**src/rtl/fetch_unit.sv**
```systemverilog
// Instruction-fetch front end: PC register, single-outstanding instruction-memory
// requests, a one-entry response buffer for frozen pipelines, and the IF/ID register.
module fetch_unit #(
    parameter int unsigned     XLEN      = 32,
    parameter logic [XLEN-1:0] RESET_PC  = 32'h0000_0000,
    parameter logic [XLEN-1:0] NOP_INSTR = 32'h0000_0013
) (
    input  logic            clk,
    input  logic            rst,
    input  logic            pc_enable,
    input  logic            if_id_enable,
    input  logic            br_taken,
    input  logic [XLEN-1:0] br_target,
    output logic            im_req,
    output logic [XLEN-1:0] im_addr,
    input  logic            im_rvalid,
    input  logic [XLEN-1:0] im_rdata,
    output logic            if_id_valid,
    output logic [XLEN-1:0] if_id_pc,
    output logic [XLEN-1:0] if_id_instr
);

    typedef enum logic [1:0] {StReq, StWait, StHold, StDrop} state_e;

    localparam logic [XLEN-1:0] PcStep = XLEN'(4);

    state_e          state_q, state_d;
    logic [XLEN-1:0] pc_q, pc_d;
    logic [XLEN-1:0] buf_q, buf_d;
    logic            if_id_valid_q, if_id_valid_d;
    logic [XLEN-1:0] if_id_pc_q, if_id_pc_d;
    logic [XLEN-1:0] if_id_instr_q, if_id_instr_d;

    logic            advance;
    logic            deliver;
    logic [XLEN-1:0] deliver_instr;
    logic [XLEN-1:0] pc_inc;
    logic [XLEN-1:0] br_target_aligned;
    logic            req_raw;

    assign advance           = pc_enable & if_id_enable;
    assign pc_inc            = pc_q + PcStep;
    assign br_target_aligned = {br_target[XLEN-1:2], 2'b00};

    // Fetch FSM next state, PC and request generation.
    always_comb begin
        state_d       = state_q;
        pc_d          = pc_q;
        buf_d         = buf_q;
        req_raw       = 1'b0;
        im_addr       = pc_q;
        deliver       = 1'b0;
        deliver_instr = im_rdata;

        if (br_taken) begin
            // Redirect wins over freeze; an in-flight request must still be drained.
            pc_d = br_target_aligned;
            unique case (state_q)
                StReq:   state_d = StReq;
                StWait:  state_d = im_rvalid ? StReq : StDrop;
                StHold:  state_d = StReq;
                StDrop:  state_d = im_rvalid ? StReq : StDrop;
                default: state_d = StReq;
            endcase
        end else begin
            unique case (state_q)
                StReq: begin
                    req_raw = 1'b1;
                    im_addr = pc_q;
                    state_d = StWait;
                end
                StWait: begin
                    if (im_rvalid) begin
                        if (advance) begin
                            deliver       = 1'b1;
                            deliver_instr = im_rdata;
                            pc_d          = pc_inc;
                            req_raw       = 1'b1;
                            im_addr       = pc_inc;
                        end else begin
                            buf_d   = im_rdata;
                            state_d = StHold;
                        end
                    end
                end
                StHold: begin
                    if (advance) begin
                        deliver       = 1'b1;
                        deliver_instr = buf_q;
                        pc_d          = pc_inc;
                        state_d       = StReq;
                    end
                end
                StDrop: begin
                    if (im_rvalid) begin
                        state_d = StReq;
                    end
                end
                default: state_d = StReq;
            endcase
        end
    end

    // Reset state is StReq, so the request must be masked while reset is held.
    assign im_req = req_raw & ~rst;

    // IF/ID register next state: flush, hold, deliver, else bubble.
    always_comb begin
        if_id_valid_d = if_id_valid_q;
        if_id_pc_d    = if_id_pc_q;
        if_id_instr_d = if_id_instr_q;
        if (br_taken) begin
            if_id_valid_d = 1'b0;
            if_id_instr_d = NOP_INSTR;
        end else if (!if_id_enable) begin
            if_id_valid_d = if_id_valid_q;
        end else if (deliver) begin
            if_id_valid_d = 1'b1;
            if_id_pc_d    = pc_q;
            if_id_instr_d = deliver_instr;
        end else begin
            if_id_valid_d = 1'b0;
            if_id_instr_d = NOP_INSTR;
        end
    end

    always_ff @(posedge clk or posedge rst) begin
        if (rst) begin
            state_q       <= StReq;
            pc_q          <= RESET_PC;
            buf_q         <= '0;
            if_id_valid_q <= 1'b0;
            if_id_pc_q    <= '0;
            if_id_instr_q <= NOP_INSTR;
        end else begin
            state_q       <= state_d;
            pc_q          <= pc_d;
            buf_q         <= buf_d;
            if_id_valid_q <= if_id_valid_d;
            if_id_pc_q    <= if_id_pc_d;
            if_id_instr_q <= if_id_instr_d;
        end
    end

    assign if_id_valid = if_id_valid_q;
    assign if_id_pc    = if_id_pc_q;
    assign if_id_instr = if_id_instr_q;

endmodule
```
**config.mk**
```make
export PLATFORM = sky130hd
export DESIGN_NAME = fetch_unit
export DESIGN_NICKNAME = d
export VERILOG_FILES = /design/src/rtl/fetch_unit.sv
export SDC_FILE = /design/constraint.sdc
export NUM_CORES = 1
export LEC_CHECK = 0
export CAP_MARGIN = 20
export CORE_UTILIZATION = 50
export CTS_CLUSTER_DIAMETER = 60
export DETAILED_ROUTE_END_ITERATION = 8
export PLACE_DENSITY = 0.82
export SLEW_MARGIN = 20
export SYNTH_ARGS = -nofsm -noshare
export SYNTH_HDL_FRONTEND = slang
export SYNTH_SLANG_ARGS = --single-unit
```
**constraint.sdc**
```tcl
create_clock -name clk -period 5.1 [get_ports clk]
set_input_delay 1.275 -clock clk [delete_from_list [all_inputs] [get_ports clk]]
set_output_delay 1.275 -clock clk [all_outputs]
set_load 0.02 [all_outputs]
```
Word level (Yosys, flattened, before mapping):

Cells that the tools add are included.
Widths: inputs -> output; s select.

* output and inout bits: 98
* input port bits: 70
* word-level logic and storage cells: 54
* bits in writable memories: 0
* bits in registers: 131
* memories kept: 0
* memory bits (read-only): 0
* latch bits: 0

* div/mod/pow operators: 0
* reduce and logical (&&, ||, !) cells: 8
* bitwise logic cells: 4
* multiplexer cells: 28
* shifts and indexed selects: 0
* multipliers: 0
* order comparisons: 0
* add/sub/neg operators: 1
* equal/unequal tests: 7

Operators with widths (count)
* $mux 32: 10
* $pmux 32 s2: 1
* $add 32x3->32 const B: 1
* $mux 2: 6
* $ne 3x3->1 const B: 4
* $pmux 2 s4: 1
* $mux 1: 7
* $reduce_and 3->1: 2
* $eq 2x2->1 const B: 2
* $pmux 1 s2: 2
* $pmux 2 s2: 1
* $reduce_and 4->1: 1
* $reduce_or 2->1: 2
* $reduce_bool 3->1: 1
* $and 1x1->1: 2
* $eq 2x1->1 const B: 1
* $logic_not 2->1: 1
* $not 1->1: 2
* $reduce_bool 2->1: 1

Depth between registers and ports, before layout:

* depth after elaboration: 8
* mapped depth: 7
* gate-level depth less buffers: 6

Worst setup path after synthesis:

Ideal clock, no wire load.

* path kind: in2out
* start: input port br_taken
* end: output port im_addr[26]
* required time: 3.825 ns
* slack: 1.105 ns
* arrival: 2.720 ns
* cell stages on the path: 5
* cell sequence: clkbuf_1 nand3b_1 nor2_1 nand4_1 xnor2_1

* word-level cells in the longest chain between the ends: 1

RTL lines
* from (decl): line 12 `input logic br_taken,`
* $mux 32: line 55 `if (br_taken) begin`
* to (decl): line 15 `output logic [XLEN-1:0] im_addr,`

No other way between the ends.

Worst setup path after layout:

* start: input port pc_enable
* end: output port im_addr[25]

* word-level cells in the longest chain between the ends: 5

RTL lines
* from (decl): line 10 `input logic pc_enable,`
* $and 1x1->1: line 41 `assign advance = pc_enable & if_id_enable;`
* $mux 32: line 74 `if (advance) begin`
* $mux 32: line 73 `if (im_rvalid) begin`
* $mux 32: line 66 `unique case (state_q)`
* $mux 32: line 55

No other way between the ends.

==> flow_metrics.env <==
export IMPL_drt_vias_per_instance=5.78
export IMPL_syn_to_final_growth_pct=35.6
export IMPL_min_path_type="flop to flop"
export IMPL_wire_per_inst_um=17.9
export IMPL_fin_nets=844
export IMPL_start_util=0.517
export IMPL_reg2reg_from="state_q[1]"
export IMPL_cts_root_buffer="clkbuf_16"
export IMPL_ys_seq_area_frac=0.486
export IMPL_cp_required_ns=3.83
export IMPL_die_area_sq_mm=0.0136
export IMPL_antenna_found_initial=0
export IMPL_clk_path_buf_depth=2
export IMPL_worst_setup_path_start_kind="input pin"
export IMPL_r2r_end="if_id_pc[20]"
export IMPL_irDropWorstVdd_mv=0.280
export IMPL_design_core_area_sq_mm=0.0127
export IMPL_min_from="if_id_instr[29]"
export IMPL_hold_path_end="if_id_instr[29]"
export IMPL_gp_congestion=0.876
export IMPL_htreeDepth=4
export IMPL_grt_pass1_vias=5581
export IMPL_clk_pin_slew_worst_paths_ns=0.06
export IMPL_crit_arrival_ns=3.72
export IMPL_mostFrequentLayoutCells="clkdlybuf4s50_1 (161), dfrtp_1 (124), mux2_2 (66)"
export IMPL_worst_pin_slew_ns=0.853
export IMPL_dp_final_hpwl_um=11900
export IMPL_hold_viol=0
export IMPL_drive_gt1_frac=0.165
export IMPL_finalSetupViolCount=0
export IMPL_netSwitchingPower_uw=1160
export IMPL_r2r_setup_slack_ns=2.30
export IMPL_critical_path_startpoint="pc_enable"
export IMPL_r2r_cells=8
export IMPL_post_cts_repair_setup_buffers=0
export IMPL_clk_latency_ns=0.42
export IMPL_hold_path_cell_count=2
export IMPL_clock_sinks=127
export IMPL_fin_crit_sh=0.980
export IMPL_syn_area_per_cell_sq_um=10.6
export IMPL_pwr_share_comb=0.293
export IMPL_critPathKind="input pin to primary output"
export IMPL_multi_input_area_sq_mm=0.00310
export IMPL_grt_max_degree=69
export IMPL_rows=41
export IMPL_route_detailed_drc=0
export IMPL_io_pins=168
export IMPL_wl_um=17100
export IMPL_busiest_layer="met2"
export IMPL_period_needed_ns=5.00
export IMPL_syn_inst=620
export IMPL_portBuffers=161
export IMPL_synth_edf_count=0
export IMPL_hold_buffers=0
export IMPL_antenna_left=0
export IMPL_grt_ovfl_total=0
export IMPL_vias=5505
export IMPL_seq_area_sq_mm=0.00318
export IMPL_cts_tree="built"
export IMPL_intPower_uw=2540
export IMPL_gr_usage_met1=0.329
export IMPL_ys_warn_count=0
export IMPL_timing_final_ws_setup_ns=0.101
export IMPL_power_frac_clock=0.316
export IMPL_fmax_mhz=200
export IMPL_fin_tns_setup_ns=0
export IMPL_n_antenna_cell=0
export IMPL_cts_resized=0
export IMPL_grt_usage=0.267
export IMPL_dr_pass1_iters=5
export IMPL_critPathCaptureType="primary output"
export IMPL_p_leak_uw=0.00383
export IMPL_status="complete, no violations"
export IMPL_fill_cells=956
export IMPL_drtIter0Drc=440
export IMPL_grt_pass1_wl_um=27600
export IMPL_synth_ff_type="dfrtp_1"
export IMPL_hold_worst_slack_ns=0.477
export IMPL_slew_viol_final=0
export IMPL_dp_cells=921
export IMPL_layout_commonest_cell="clkdlybuf4s50_1"
export IMPL_stdcell_count=953
export IMPL_cp_max_fo=5
export IMPL_fp_dieW_um=116
export IMPL_power_density_mw_per_mm2=416
export IMPL_met3_usage=0.0623
export IMPL_relSlewSlack=0.426
export IMPL_p_seq_frac=0.392
export IMPL_grt_util_met2=0.452
export IMPL_ys_types=50
export IMPL_cap_violations=0
export IMPL_async_flop_share=1.00
export IMPL_final_setup_skew_ns=0.00846
export IMPL_netlist_area_sq_mm=0.00655
export IMPL_synth_seq_cells=127
export IMPL_die_height_um=116
export IMPL_rsz0062_at_grt="no"
export IMPL_p_sw_frac=0.313
export IMPL_cts_buffers=17
export IMPL_place_ws_ns=0.126
==> metal layers <==
metal,vias to the layer above,wire length (um)
met2,240,8470
met4,0,347
met1,2700,7020
met3,36,1250
li1,2529,-
met5,-,0
==> critical path: stages <==
cell and delay (ns):
clkdlybuf4s50_1 0.55, nand2_1 0.10, or4_4 0.57, nor4_1 0.42
xnor2_1 0.18, clkdlybuf4s50_1 0.63
==> registers in the layout, summed over array words and instances, names as in the netlist <==
| signal | count |
|---|---|
| if_id_pc | 30 |
| pc_q | 30 |
| buf_q | 32 |
| state_q | 2 |
| if_id_instr | 32 |
| if_id_valid | 1 |
==> Yosys cell counts, drive strengths merged (2+ instances only) <==
cell      n  share of area
dfstp     3          0.012
a21oi     3         0.0023
dfrtp   124           0.47
clkbuf   23          0.014
and4      6         0.0080
and3      7         0.0069
nor3      5         0.0038
mux2i    34          0.052
and3b     2         0.0027
or3       2         0.0019
mux2     66           0.11
nand4    23          0.023
xor2     11          0.015
o311ai    2         0.0027
or4      14          0.017
nor2     33          0.019
xnor2    26          0.035
o21ai    42          0.032
o41ai     3         0.0040
nand2    59          0.034
o32a      3         0.0046
buf      29          0.024
ha        6          0.011
o31ai     9          0.010
and2      2         0.0019
a31oi    16          0.015
nand3    28          0.023
nor4     11          0.011
nand3b    2         0.0023
a31o      2         0.0027
inv      12         0.0069
==> power by group through the flow <==
stage	combinational [uW]	sequential (uW)	clock, uW
CTS	1090	1450	1190
global route	1160	1480	1230
detailed placement	1080	1460	0
floorplan	542	1530	0
global placement	1050	1440	0
finish	1080	1450	1170
==> kinds of logic after synthesis <==
family	synth area share
compound gates	0.0830
xor+xnor	0.0495
fa+ha+maj	0.0115
buf+inv	0.0447
flops	0.486
mux	0.166
other cells	0.000573
simple gates	0.159
==> final cells by class <==
type | instances | area share
sequential | 127 | 0.358
multi-input combinational | 432 | 0.349
timing repair buffer | 178 | 0.197
clock buffer | 19 | 0.0510
tap | 172 | 0.0242
clock inverter | 13 | 0.0142
inverter | 12 | 0.00536
==> stage by stage <==
step / power, uW / utilization / cell area, sq um
finish: 3700 / 0.701 / 8880
global route: 3870 / 0.701 / 8880
CTS: 3720 / 0.701 / 8880
detailed placement: 2540 / 0.655 / 8300
global placement: 2490 / 0.654 / 8290
floorplan: 2070 / - / 6560
==> how the worst max path moves through the flow <==
| stage | cells after the start | end |
|---|---|---|
| 6_report | 6 | im_addr[25] |
| 5_1_grt | 6 | im_addr[27] |
| 4_1_cts | 6 | im_addr[25] |
| 3_5_place_dp | 6 | im_addr[25] |
| 3_3_place_gp | 6 | im_addr[27] |
| 2_1_floorplan | 1 | buf_q[0] |
(Power assumes the default switching activity.)
